### config.mk
export PLATFORM = sky130hd
export DESIGN_NAME = mux_4t1_rr_arbiter
export DESIGN_NICKNAME = d
export VERILOG_FILES = /design/src/rtl/mux_4t1_rr_arbiter.sv
export SDC_FILE = /design/constraint.sdc
export NUM_CORES = 1
export LEC_CHECK = 0
export CORE_MARGIN = 2
export CORE_UTILIZATION = 41
export DETAILED_ROUTE_END_ITERATION = 6
export PLACE_DENSITY = 0.85
export SLEW_MARGIN = 0
export SYNTH_ARGS = -nofsm -noshare
export SYNTH_HDL_FRONTEND = slang
export SYNTH_SLANG_ARGS = --single-unit
### constraint.sdc
create_clock -name clk -period 2.2 [get_ports clk]
set_clock_uncertainty 0.05 [all_clocks]
set_input_delay 0.44 -clock clk [delete_from_list [all_inputs] [get_ports clk]]
set_output_delay 0.44 -clock clk [all_outputs]
set_load 0.01 [all_outputs]
### src/rtl/mux_4t1_rr_arbiter.sv
// Round-robin arbiter for a shared 4-to-1 mux channel.
// Each grant forwards up to MAX_BURST words over a valid/ready handshake.
module mux_4t1_rr_arbiter #(
    parameter int W         = 8,
    parameter int MAX_BURST = 4
) (
    input  logic         clk,
    input  logic         rst,
    input  logic [3:0]   req,
    input  logic [W-1:0] A,
    input  logic [W-1:0] B,
    input  logic [W-1:0] C,
    input  logic [W-1:0] D,
    input  logic         out_ready,
    output logic         out_valid,
    output logic [W-1:0] out_data,
    output logic [1:0]   sel,
    output logic [3:0]   grant
);

    typedef enum logic {IDLE, GRANT} state_t;

    state_t       r_state;
    logic [1:0]   r_sel;
    logic [3:0]   r_grant;
    logic [1:0]   r_last;
    logic [7:0]   r_count;

    logic [1:0]   w_winner;
    logic [W-1:0] w_word;
    logic         w_xfer;
    logic         w_release;

    // Scan offsets from farthest to nearest so the nearest requester after r_last wins.
    always_comb begin
        w_winner = r_last + 2'd1;
        for (int i = 3; i >= 0; i--) begin
            if (req[r_last + 2'(i + 1)])
                w_winner = r_last + 2'(i + 1);
        end
    end

    always_comb begin
        case (r_sel)
            2'd0:    w_word = A;
            2'd1:    w_word = B;
            2'd2:    w_word = C;
            default: w_word = D;
        endcase
    end

    assign out_valid = (r_state == GRANT) && req[r_sel];
    assign out_data  = (r_state == GRANT) ? w_word : '0;
    assign w_xfer    = out_valid && out_ready;
    assign w_release = !req[r_sel] || (w_xfer && (r_count == 8'(MAX_BURST - 1)));

    assign sel   = r_sel;
    assign grant = r_grant;

    always_ff @(posedge clk or posedge rst) begin
        if (rst) begin
            r_state <= IDLE;
            r_sel   <= 2'b00;
            r_grant <= 4'b0000;
            r_last  <= 2'd3;
            r_count <= 8'd0;
        end else begin
            case (r_state)
                IDLE: begin
                    r_grant <= 4'b0000;
                    if (|req) begin
                        r_grant <= 4'b0001 << w_winner;
                        r_sel   <= w_winner;
                        r_count <= 8'd0;
                        r_state <= GRANT;
                    end
                end
                GRANT: begin
                    if (w_release) begin
                        r_state <= IDLE;
                        r_grant <= 4'b0000;
                        r_last  <= r_sel;
                        r_count <= 8'd0;
                    end else if (w_xfer) begin
                        r_count <= r_count + 8'd1;
                    end
                end
                default: r_state <= IDLE;
            endcase
        end
    end

endmodule

[After elaboration in Yosys (flattened, before gate mapping)]
Cells that the tools add are included.
Operators by class
  muxes and demuxes: 26
  add/sub/neg operators: 4
  reductions and logical operators: 10
  bitwise logic cells: 1
  shifts and indexed selects: 1
  order comparisons: 5
  equality and inequality tests: 6
Operators by type and width (number)
  8-bit two-way mux: 4
  8-bit case mux with 3 select lines: 1
  8-bit case mux with 2 select lines: 1
  2-bit by 3-bit less-than comparator with 1-bit output (second input constant): 5
  1-bit binary-select mux with 2-bit select: 5
  8-bit by 1-bit adder with 8-bit output (second input constant): 1
  8-bit by 2-bit equality test with 1-bit output (second input constant): 1
  2-bit two-way mux: 4
  4-bit two-way mux: 2
  4-bit case mux with 2 select lines: 1
  1-bit two-way mux: 7
  2-bit AND reduction: 3
  2-bit adder (second input constant): 2
  4-bit OR reduction: 1
  1-bit by 2-bit left shift with 4-bit output (first input constant): 1
  1-bit logical AND: 3
  3-bit by 1-bit inequality test with 1-bit output (second input constant): 1
  2-bit by 1-bit adder with 2-bit output (second input constant): 1
  2-bit by 1-bit equality test with 1-bit output (second input constant): 1
  2-bit equality test (second input constant): 1
  2-bit zero test: 1
  2-bit by 1-bit inequality test with 1-bit output (second input constant): 1
  2-bit inequality test (second input constant): 1
  1-bit case mux with 2 select lines: 1
  3 further kinds: 3
Storage, ports and cells
  bits of input ports: 39
  register bits: 17
  output and inout port bits: 15

[Longest topological paths before layout]
Gate-level depths: netlist of the first run.
  depth after elaboration: 9
  mapped depth: 6
  gate-level depth less buffers: 5

[Worst setup path after synthesis of the first run]
OpenSTA, ideal clock, no wires.
  path type: register -> output
  start: reg r_sel[0] (netlist: sel[0])
  end: out out_data[0]
  buffers on the path: 1
  slack: 0.312 ns
  arrival time: 1.398 ns
  stages on the path, launching flop included: 4
  path through: dfrtp_1 > buf_2 > mux4_2 > and2_1
Between the ends
  word-level cells in the longest chain between the ends: 3
Ends and longest elaborated chain
  start, declared: line 24  | logic [1:0] r_sel;
  start signal, assigned: line 73  | r_sel <= w_winner;
  2-bit equality test (tied with other cells): line 44  | case (r_sel)
  8-bit case mux with 3 select lines *: line 44
  8-bit two-way mux *: line 53  | assign out_data = (r_state == GRANT) ? w_word : '0;
  end, declared: line 16  | output logic [W-1:0] out_data,
Every way passes the cells marked *; elsewhere a longest branch is shown, timed or not.

[Worst setup path in the final report of the first run]
Same ends and word-level chain as after synthesis.

==> flow_metrics.tcl, run 1 <==
set metrics [dict create \
    status "finished clean" \
    cp.buffers_inverters 2 \
    fin_nets 218 \
    cts.sinks 17 \
    synth_edf_count 0 \
    die_h_um 57.8 \
    drt-wirelength-per-cell_um 16.7 \
    clk_pin_slew_worst_paths_ns 0.11 \
    fin_crit_sh 0.981 \
    vias 1224 \
    ys_seq_area_frac 0.361 \
    setup_viol 0 \
    crit_family "multiplexers" \
    drv_cap 0 \
    cts_hold_buf 0 \
    crit_chain "buf_6 -> mux4_2 -> and2_1 -> buf_2" \
    final_cell_mix "clkdlybuf4s50_1 (44), dfrtp_1 (15), buf_4 (12), mux4_2 (9), a22o_1 (7)" \
    drt-pass1-iter-count 5 \
    synthArstFlopShare 1.00 \
    yosysWarnings 0 \
    rows 19 \
    worst_slack_ns 0.0412 \
    fmax_mhz 463 \
    final_common_cell "clkdlybuf4s50_1" \
    min_period_ns 2.16 \
    track_usage 0.221 \
    gp_congestion 0.817 \
    ir_worst_vdd_mv 0.872 \
    clockRootBuffer "clkbuf_4" \
    crit_type "reg -> out" \
    relSlewSlack 0.570 \
    slew_viol_final 0 \
    p_per_area_mw_per_mm2 1080 \
    synth_top_area_share 0.316 \
    synthFlopType "dfrtp_1" \
    crit_fanout 8 \
    ys_ff_latch 17 \
    clkLatencyLatePin_ns 0.30 \
    fill_cells 209 \
    fin_util 0.674 \
    synthesis.nets 150 \
    clock_path_buffers 2 \
    drt_iter0_markers 52 \
    pre_cts_slack_ns -0.294 \
    io_pins 54 \
    crit_path_end_kind "output port" \
    io_buffer_count 53 \
    ant_nets 0 \
    core_area_mm2 0.00276 \
    start_kind "register" \
    cts_tree "built" \
    avgViaCountPerCell 5.88 \
    syn2layout_area_growth_pct 56.8 \
    routed_wl_mm 3.48 \
    required_ns 1.71 \
    drc 0 \
    synth_area_mm2 0.00119 \
    place_hpwl_mm 2.67 \
    synth.area.top_cells "dfrtp_1 (32%), mux4_2 (17%), a22o_1 (5.2%), dfstp_2 (4.4%), and2_1 (4.2%)" \
    grt_pass1_wl_mm 5.50 \
    rsz0062_at_grt "yes" \
    cp_slowest_cell "mux4_2" \
    die_w_um 57.8 \
    htreeDepth 1 \
    gr-total-overflow 0 \
    p_leak_nw 0.811 \
    hold_path.class "in -> async" \
    worst_slew_pin_slew_ns 0.644 \
    cts_buffers 3 \
    drive_above_1_share 0.266 \
    final_hold_viol_count 0 \
    grt_max_degree 18 \
    netlist_instances 110 \
    grt_pass1_vias 1208 \
    ys_types 31 \
    start_util 0.430 \
    avgSynthCellArea_um2 10.8 \
    yosysTopAreaCell "dfrtp_1" \
    antenna_found_initial 0 \
    diodes 0 \
    cp.arrival_ns 1.67 \
    die-area_mm2 0.00334 \
    critPathMaxStageDelay_ns 0.50 \
]
## power by group
| part | switching, mW | internal (mW) |
|---|---|---|
| Sequential | 0.145 | 0.422 |
| Combinational | 0.525 | 0.737 |
| Clock | 0.108 | 0.0679 |
## cell type report
cell class | instances | area [um^2] | area share
Sequential cell | 17 | 428 | 0.230
Timing Repair Buffer | 67 | 617 | 0.332
Clock buffer | 3 | 22.5 | 0.0121
Clock inverter | 1 | 5.00 | 0.00269
Inverter | 7 | 26.3 | 0.0141
Tap cell | 31 | 38.8 | 0.0209
Multi-Input combinational cell | 82 | 722 | 0.388
## path summary, 6_finish.rpt
kind | startpoint | to | slack, ns | cells past startpoint
worst max register to register | sel[0] | r_count[0] | 0.12 | 6
worst min register to register | grant[3] | grant[3] | 0.47 | 1
worst min-delay path | rst | r_count[1] | 0.46 | 2
max in group asynchronous | rst | r_state | 1.23 | 2
worst max-delay path | sel[0] | out_data[0] | 0.04 | 4
min in group clk | grant[3] | grant[3] | 0.47 | 1
## timing repair
| item | 4_1_cts | 5_1_grt |
|---|---|---|
| gates resized for setup | 39 | 7 |
| pin swaps | 2 | 0 |
| gates cloned | 0 | 0 |
| setup buffers | 3 | 0 |
| setup endpoints to repair | 9 | 9 |
## per-layer routing
layer | part of all wire | GRT usage
met1 | 0.40 | 0.269
met2 | 0.46 | 0.373
met3 | 0.12 | 0.0469
met4 | 0.018 | 0.106
met5 | 0 | 0
## flip-flops by register name, indices dropped and copies added (netlist names)
name     cells
r_count      8
grant        4
r_last       2
sel          2
r_state      1
## cells by family after synthesis
family,count (synthesis),synth area share
buffers and inverters,11,0.0369
adders and majority gates,1,0.0105
and+or+nand+nor,38,0.186
xor gates and xnor gates,1,0.00739
muxes,13,0.209
AOI/OAI and AO/OA,29,0.190
DFF,17,0.361
## cells in the mapped netlist, types with 2 or more instances
cell / count
nor4_1: 2
dfstp_2: 2
clkbuf_1: 2
nor2b_1: 6
o21ai_0: 5
buf_2: 2
nor2_1: 6
and3_1: 4
nand2_1: 3
mux2_2: 4
nor3_1: 3
a22o_1: 7
nand3_1: 4
a32o_1: 2
mux4_2: 9
o31ai_1: 5
a22oi_1: 2
and2_1: 8
o2bb2ai_1: 2
dfrtp_1: 15
inv_1: 7
## worst register-to-register path, stage by stage, from the launching register on
cell and delay [ns]:
dfrtp_1 0.39, buf_6 0.13, mux4_2 0.52, buf_4 0.16, a22o_1 0.26, nor3_4 0.29
mux2_2 0.23
## stage by stage
| stage | hold slack, ns | cells | cell area, um^2 | power (mW) | setup TNS, ns |
|---|---|---|---|---|---|
| after global routing | 0.495 | 208 | 1860 | 2.14 | -0.176 |
| after floorplan | 0.315 | 110 | 1190 | 1.24 | 0 |
| final | 0.455 | 208 | 1860 | 2.01 | 0 |
| after global placement | 0.426 | 203 | 1850 | 1.79 | -3.75 |
| after CTS | 0.473 | 209 | 1840 | 1.97 | 0 |
| after detailed placement | 0.441 | 203 | 1850 | 1.85 | -4.24 |
No activity file was read; power rests on OpenSTA's default activity.
==> run 2: changes to the inputs <==
Settings changed: PLACE_DENSITY 0.85 to 0.78, SLEW_MARGIN 0 to default.
==> run 2 against run 1 <==
  * The flow now finishes with violations (negative setup slack)
  * Cell area grew 4.1%
  * Critical path depth grew 1
  * Setup slack lost 0.069 ns
  * Global-route usage grew 1.4 points
  * Cell count grew 1.9%
  * Count of clock-buffer cells in the layout grew 1
  * Maximum frequency shrank 3.1%
  * Register-to-register slack lost 0.06 ns
  * Clock power shrank 7%
  * Sequential share of layout area shrank 0.91 points
  * Total power grew 6.3%
  * Critical path type unchanged
==> flow_metrics.tcl, run 2 (synthesized netlist as in run 1, its figures left out) <==
set metrics [dict create \
    drt-wirelength-per-cell_um 17.7 \
    worst_slack_ns -0.0275 \
    io_buffer_count 53 \
    cts.sinks 17 \
    worst_slew_pin_slew_ns 0.623 \
    hold_path.class "reg -> reg" \
    vias 1269 \
    die_w_um 57.8 \
    grt_pass1_wl_mm 6.00 \
    clock_path_buffers 2 \
    track_usage 0.235 \
    r2r_slack_ns 0.06 \
    drive_above_1_share 0.287 \
    total_power_mw 2.13 \
    drv_cap 0 \
    crit_type "reg -> out" \
    slew_viol_final 0 \
    placed_cells 203 \
    largest_reg_flops 8 \
    place_hpwl_mm 2.84 \
    routed_wl_mm 3.75 \
    cts_tree "built" \
    rsz0062_at_grt "yes" \
    p_leak_nw 0.886 \
    cts_buffers 3 \
    ant_nets 0 \
    crit_path_end_kind "output port" \
    antenna_found_initial 0 \
    p_per_area_mw_per_mm2 1100 \
    drt_iter0_markers 65 \
    start_util 0.430 \
    avgViaCountPerCell 5.99 \
    syn2layout_area_growth_pct 63.2 \
    setup_viol 1 \
    cp.arrival_ns 1.74 \
    min_path_cells 1 \
    drc 0 \
    status "finished, violations left" \
    die_h_um 57.8 \
    clockRootBuffer "clkbuf_4" \
    clkLatencyLatePin_ns 0.29 \
    grt_max_degree 18 \
    final_hold_viol_count 0 \
    fin_crit_sh 1.01 \
    instances_no_fill 212 \
    core_area_mm2 0.00276 \
    final_cell_mix "clkdlybuf4s50_1 (39), dfrtp_1 (15), buf_4 (12), buf_6 (10), mux4_2 (9)" \
    gr-total-overflow 0 \
    failed_checks "negative setup slack" \
    min_period_ns 2.23 \
    required_ns 1.71 \
    rows 19 \
    gp_congestion 0.827 \
    htreeDepth 1 \
    grt_pass1_vias 1310 \
    start_kind "register" \
    reg2reg_depth 6 \
    top_register "r_count" \
    io_pins 54 \
    fin_nets 222 \
    die-area_mm2 0.00334 \
    drt-pass1-iter-count 4 \
    clk_pin_slew_worst_paths_ns 0.09 \
    fmax_mhz 449 \
    crit_fanout 5 \
    relSlewSlack 0.584 \
    cts_hold_buf 0 \
    final_common_cell "clkdlybuf4s50_1" \
    diodes 0 \
    ir_worst_vdd_mv 0.856 \
]
[run 2: cell types whose count changed in the layout (fill, tap and decap cells not counted), moves of 2 or more]
cell,change
buf_6,+5
clkdlybuf4s50_1,-5
and2_4,+2
buf_2,-2
dlymetal6s2s_1,+4
and2_1,-2
[run 2: final timing paths]
kind                       startpoint     endpoint
min in group asynchronous         rst   r_count[0]
max in group asynchronous         rst       sel[1]
hold / removal               grant[2]     grant[2]
setup / recovery               sel[0]  out_data[3]
hold reg to reg              grant[2]     grant[2]
setup reg to reg               sel[0]   r_count[0]
[run 2: cell type report]
type / instances / area [um^2]
well taps: 31 / 38.8
repair buffers: 71 / 677
flip-flops and latches: 17 / 428
clock buffers: 4 / 26.3
inverters: 7 / 26.3
fillers: 200 / 822
multi-input cells: 82 / 739
[run 2: worst max-delay path, stage by stage (launching register included)]
cell	delay, ns
dfrtp_1	0.42
buf_6	0.16
buf_6	0.10
mux4_2	0.49
and2_4	0.18
buf_6	0.11
[run 2: per-stage QoR]
stage	TNS [ns]	cell area, um^2	hold slack, ns	setup WS, ns	utilization
after global routing	-0.282	1940	0.482	-0.0841	0.702
final	-0.0275	1940	0.454	-0.0275	0.702
after floorplan	0	1190	0.315	0.312	-
after detailed placement	-4.86	1840	0.425	-0.326	0.666
after global placement	-4.44	1840	0.428	-0.333	0.666
after CTS	-0.0179	1890	0.462	-0.0176	0.684
[run 2: per-layer routing]
metal  vias to the layer above  track usage  share of wire
met3                         6       0.0379          0.096
met5                         -            0              0
li1                        570            -              -
met2                        77        0.456           0.52
met4                         0       0.0664         0.0099
met1                       616        0.262           0.38
[run 2: power by group]
part	leakage [nW]	switching [mW]	internal, mW
registers	0.219	0.145	0.422
clock network	0.0150	0.0937	0.0704
logic	0.651	0.563	0.839
[run 2: what timing repair did]
action,in CTS,in global routing
gates resized for setup,39,19
endpoints found under the setup margin,11,15
buffers inserted,3,3
pin swaps,1,5
==> run 3: changes to the inputs <==
Settings changed: CORE_UTILIZATION 41 to 60, DONT_BUFFER_PORTS from default to 1, PLACE_DENSITY 0.78 to 0.75.
==> run 3 against run 2 <==
  * The run now ends clean
  * Maximum frequency grew 7.5%
  * Cell count shrank 33%
  * Cell area shrank 35%
  * Die area shrank 30%
  * Core utilization decreased by 4.5 points
  * Clock power decreased by 4%
  * Sequential share of layout area up 12 points
  * Hold slack lost 0.39 ns
  * Via count down 25%
  * Register-to-register slack better by 0.18 ns
  * First-iteration DRC count fell by 74%
  * Count of clock-buffer cells in the layout stayed put
  * Largest power group unchanged
==> flow_metrics.tcl, run 3 (synthesized netlist as in run 1, its figures left out) <==
set metrics [dict create \
    r2r_slack_ns 0.24 \
    top_register "r_count" \
    instances_no_fill 141 \
    cp.buffers_inverters 1 \
    final_cell_mix "dfrtp_1 (15), mux4_2 (9), and2_1 (8), inv_1 (7), a22o_1 (7)" \
    fin_util 0.657 \
    io_buffer_count 0 \
    syn2layout_area_growth_pct 6.43 \
    p_leak_nw 0.540 \
    cts_hold_buf 0 \
    placed_cells 137 \
    cts_tree "built" \
    cp.arrival_ns 1.58 \
    cp.depth 3 \
    drc 0 \
    crit_family "multiplexers" \
    start_kind "register" \
    required_ns 1.71 \
    post_cts_buffers 0 \
    htreeDepth 1 \
    final_hold_viol_count 0 \
    crit_type "reg -> out" \
    status "finished clean" \
    reg2reg_depth 4 \
    fill_cells 168 \
    gr-total-overflow 0 \
    gp_congestion 0.771 \
    worst_slew_pin_slew_ns 0.621 \
    drt-wirelength-per-cell_um 17.6 \
    p_per_area_mw_per_mm2 1250 \
    cts.sinks 17 \
    drv_cap 0 \
    cts_resized 0 \
    avgViaCountPerCell 6.76 \
    hold_path.class "in -> async" \
    drt-pass1-iter-count 4 \
    routed_wl_mm 2.49 \
    cts_buffers 3 \
    fin_crit_sh 0.942 \
    critPathCapture "out_data[3]" \
    crit_chain "buf_6 -> mux4_2 -> and2_1" \
    vias 953 \
    drive_above_1_share 0.202 \
    grt_pass1_wl_mm 4.24 \
    die_h_um 48.5 \
    r2r-end "r_count[0]" \
    critPathMaxStageDelay_ns 0.51 \
    io_pins 54 \
    grt_pass1_vias 942 \
    start_util 0.617 \
    fmax_mhz 483 \
    clockRootBuffer "clkbuf_4" \
    clkLatencyLatePin_ns 0.28 \
    setup_viol 0 \
    die-area_mm2 0.00235 \
    clk_pin_slew_worst_paths_ns 0.09 \
    die_w_um 48.5 \
    antenna_found_initial 0 \
    ant_nets 0 \
    rr_startpoint "sel[0]" \
    track_usage 0.232 \
    fin_nets 155 \
    crit_path_end_kind "output port" \
    ir_worst_vdd_mv 0.593 \
    place_hpwl_mm 1.91 \
    largest_reg_flops 8 \
    final_common_cell "dfrtp_1" \
    crit_fanout 11 \
    rsz0062_at_grt "no" \
    slew_viol_final 0 \
    cp_slowest_cell "mux4_2" \
    drt_iter0_markers 17 \
    min_period_ns 2.07 \
    relSlewSlack 0.585 \
    diodes 0 \
    grt_max_degree 18 \
    core_area_mm2 0.00192 \
    clock_path_buffers 2 \
    rows 16 \
    startpoint "sel[0]" \
    fin_setup_tns_ns 0 \
]
-- run 3: cell types whose count changed in the layout (fill, tap and decap cells not counted), sizes merged --
| cell | delta |
|---|---|
| clkbuf | -1 |
| dlygate4sd2 | -1 |
| clkdlybuf4s50 | -39 |
| buf | -22 |
| dlymetal6s2s | -4 |
-- run 3: layout make-up --
class / count / area [um^2] / area share
Clock buffer: 4 / 26.3 / 0.0208
Inverter: 7 / 26.3 / 0.0208
Multi-Input combinational cell: 82 / 714 / 0.566
Sequential cell: 17 / 428 / 0.339
Tap cell: 27 / 33.8 / 0.0268
Timing Repair Buffer: 4 / 33.8 / 0.0268
-- run 3: worst min path at each step --
stage	slack, ns	endpoint	cells after the start
after floorplan	0.31	grant[0]	1
after detailed placement	0.39	r_count[6]	1
after CTS	0.08	sel[0]	1
final	0.06	r_count[6]	1
after global routing	0.1	grant[2]	1
after global placement	0.38	r_count[4]	1
-- run 3: through the flow --
| stage | setup WS [ns] | power, mW | area (um^2) | hold WS, ns |
|---|---|---|---|---|
| floorplan | 0.312 | 1.24 | 1190 | 0.315 |
| global placement | 0.292 | 1.37 | 1230 | 0.385 |
| detailed placement | 0.259 | 1.41 | 1230 | 0.394 |
| CTS | 0.0686 | 1.57 | 1260 | 0.0763 |
| global route | 0.0289 | 1.69 | 1260 | 0.0970 |
| finish | 0.128 | 1.57 | 1260 | 0.0644 |
-- run 3: power breakdown --
group | leakage, nW | switching [mW] | internal (mW)
clock network | 0.0150 | 0.0875 | 0.0703
logic | 0.305 | 0.446 | 0.421
registers | 0.219 | 0.126 | 0.423
-- run 3: routing by layer --
layer | part of all wire | global-route usage | up-vias
met5 | 0 | 0 | -
met4 | 0.013 | 0.100 | 0
met2 | 0.47 | 0.359 | 42
met1 | 0.43 | 0.308 | 469
li1 | - | - | 438
met3 | 0.083 | 0.0679 | 4
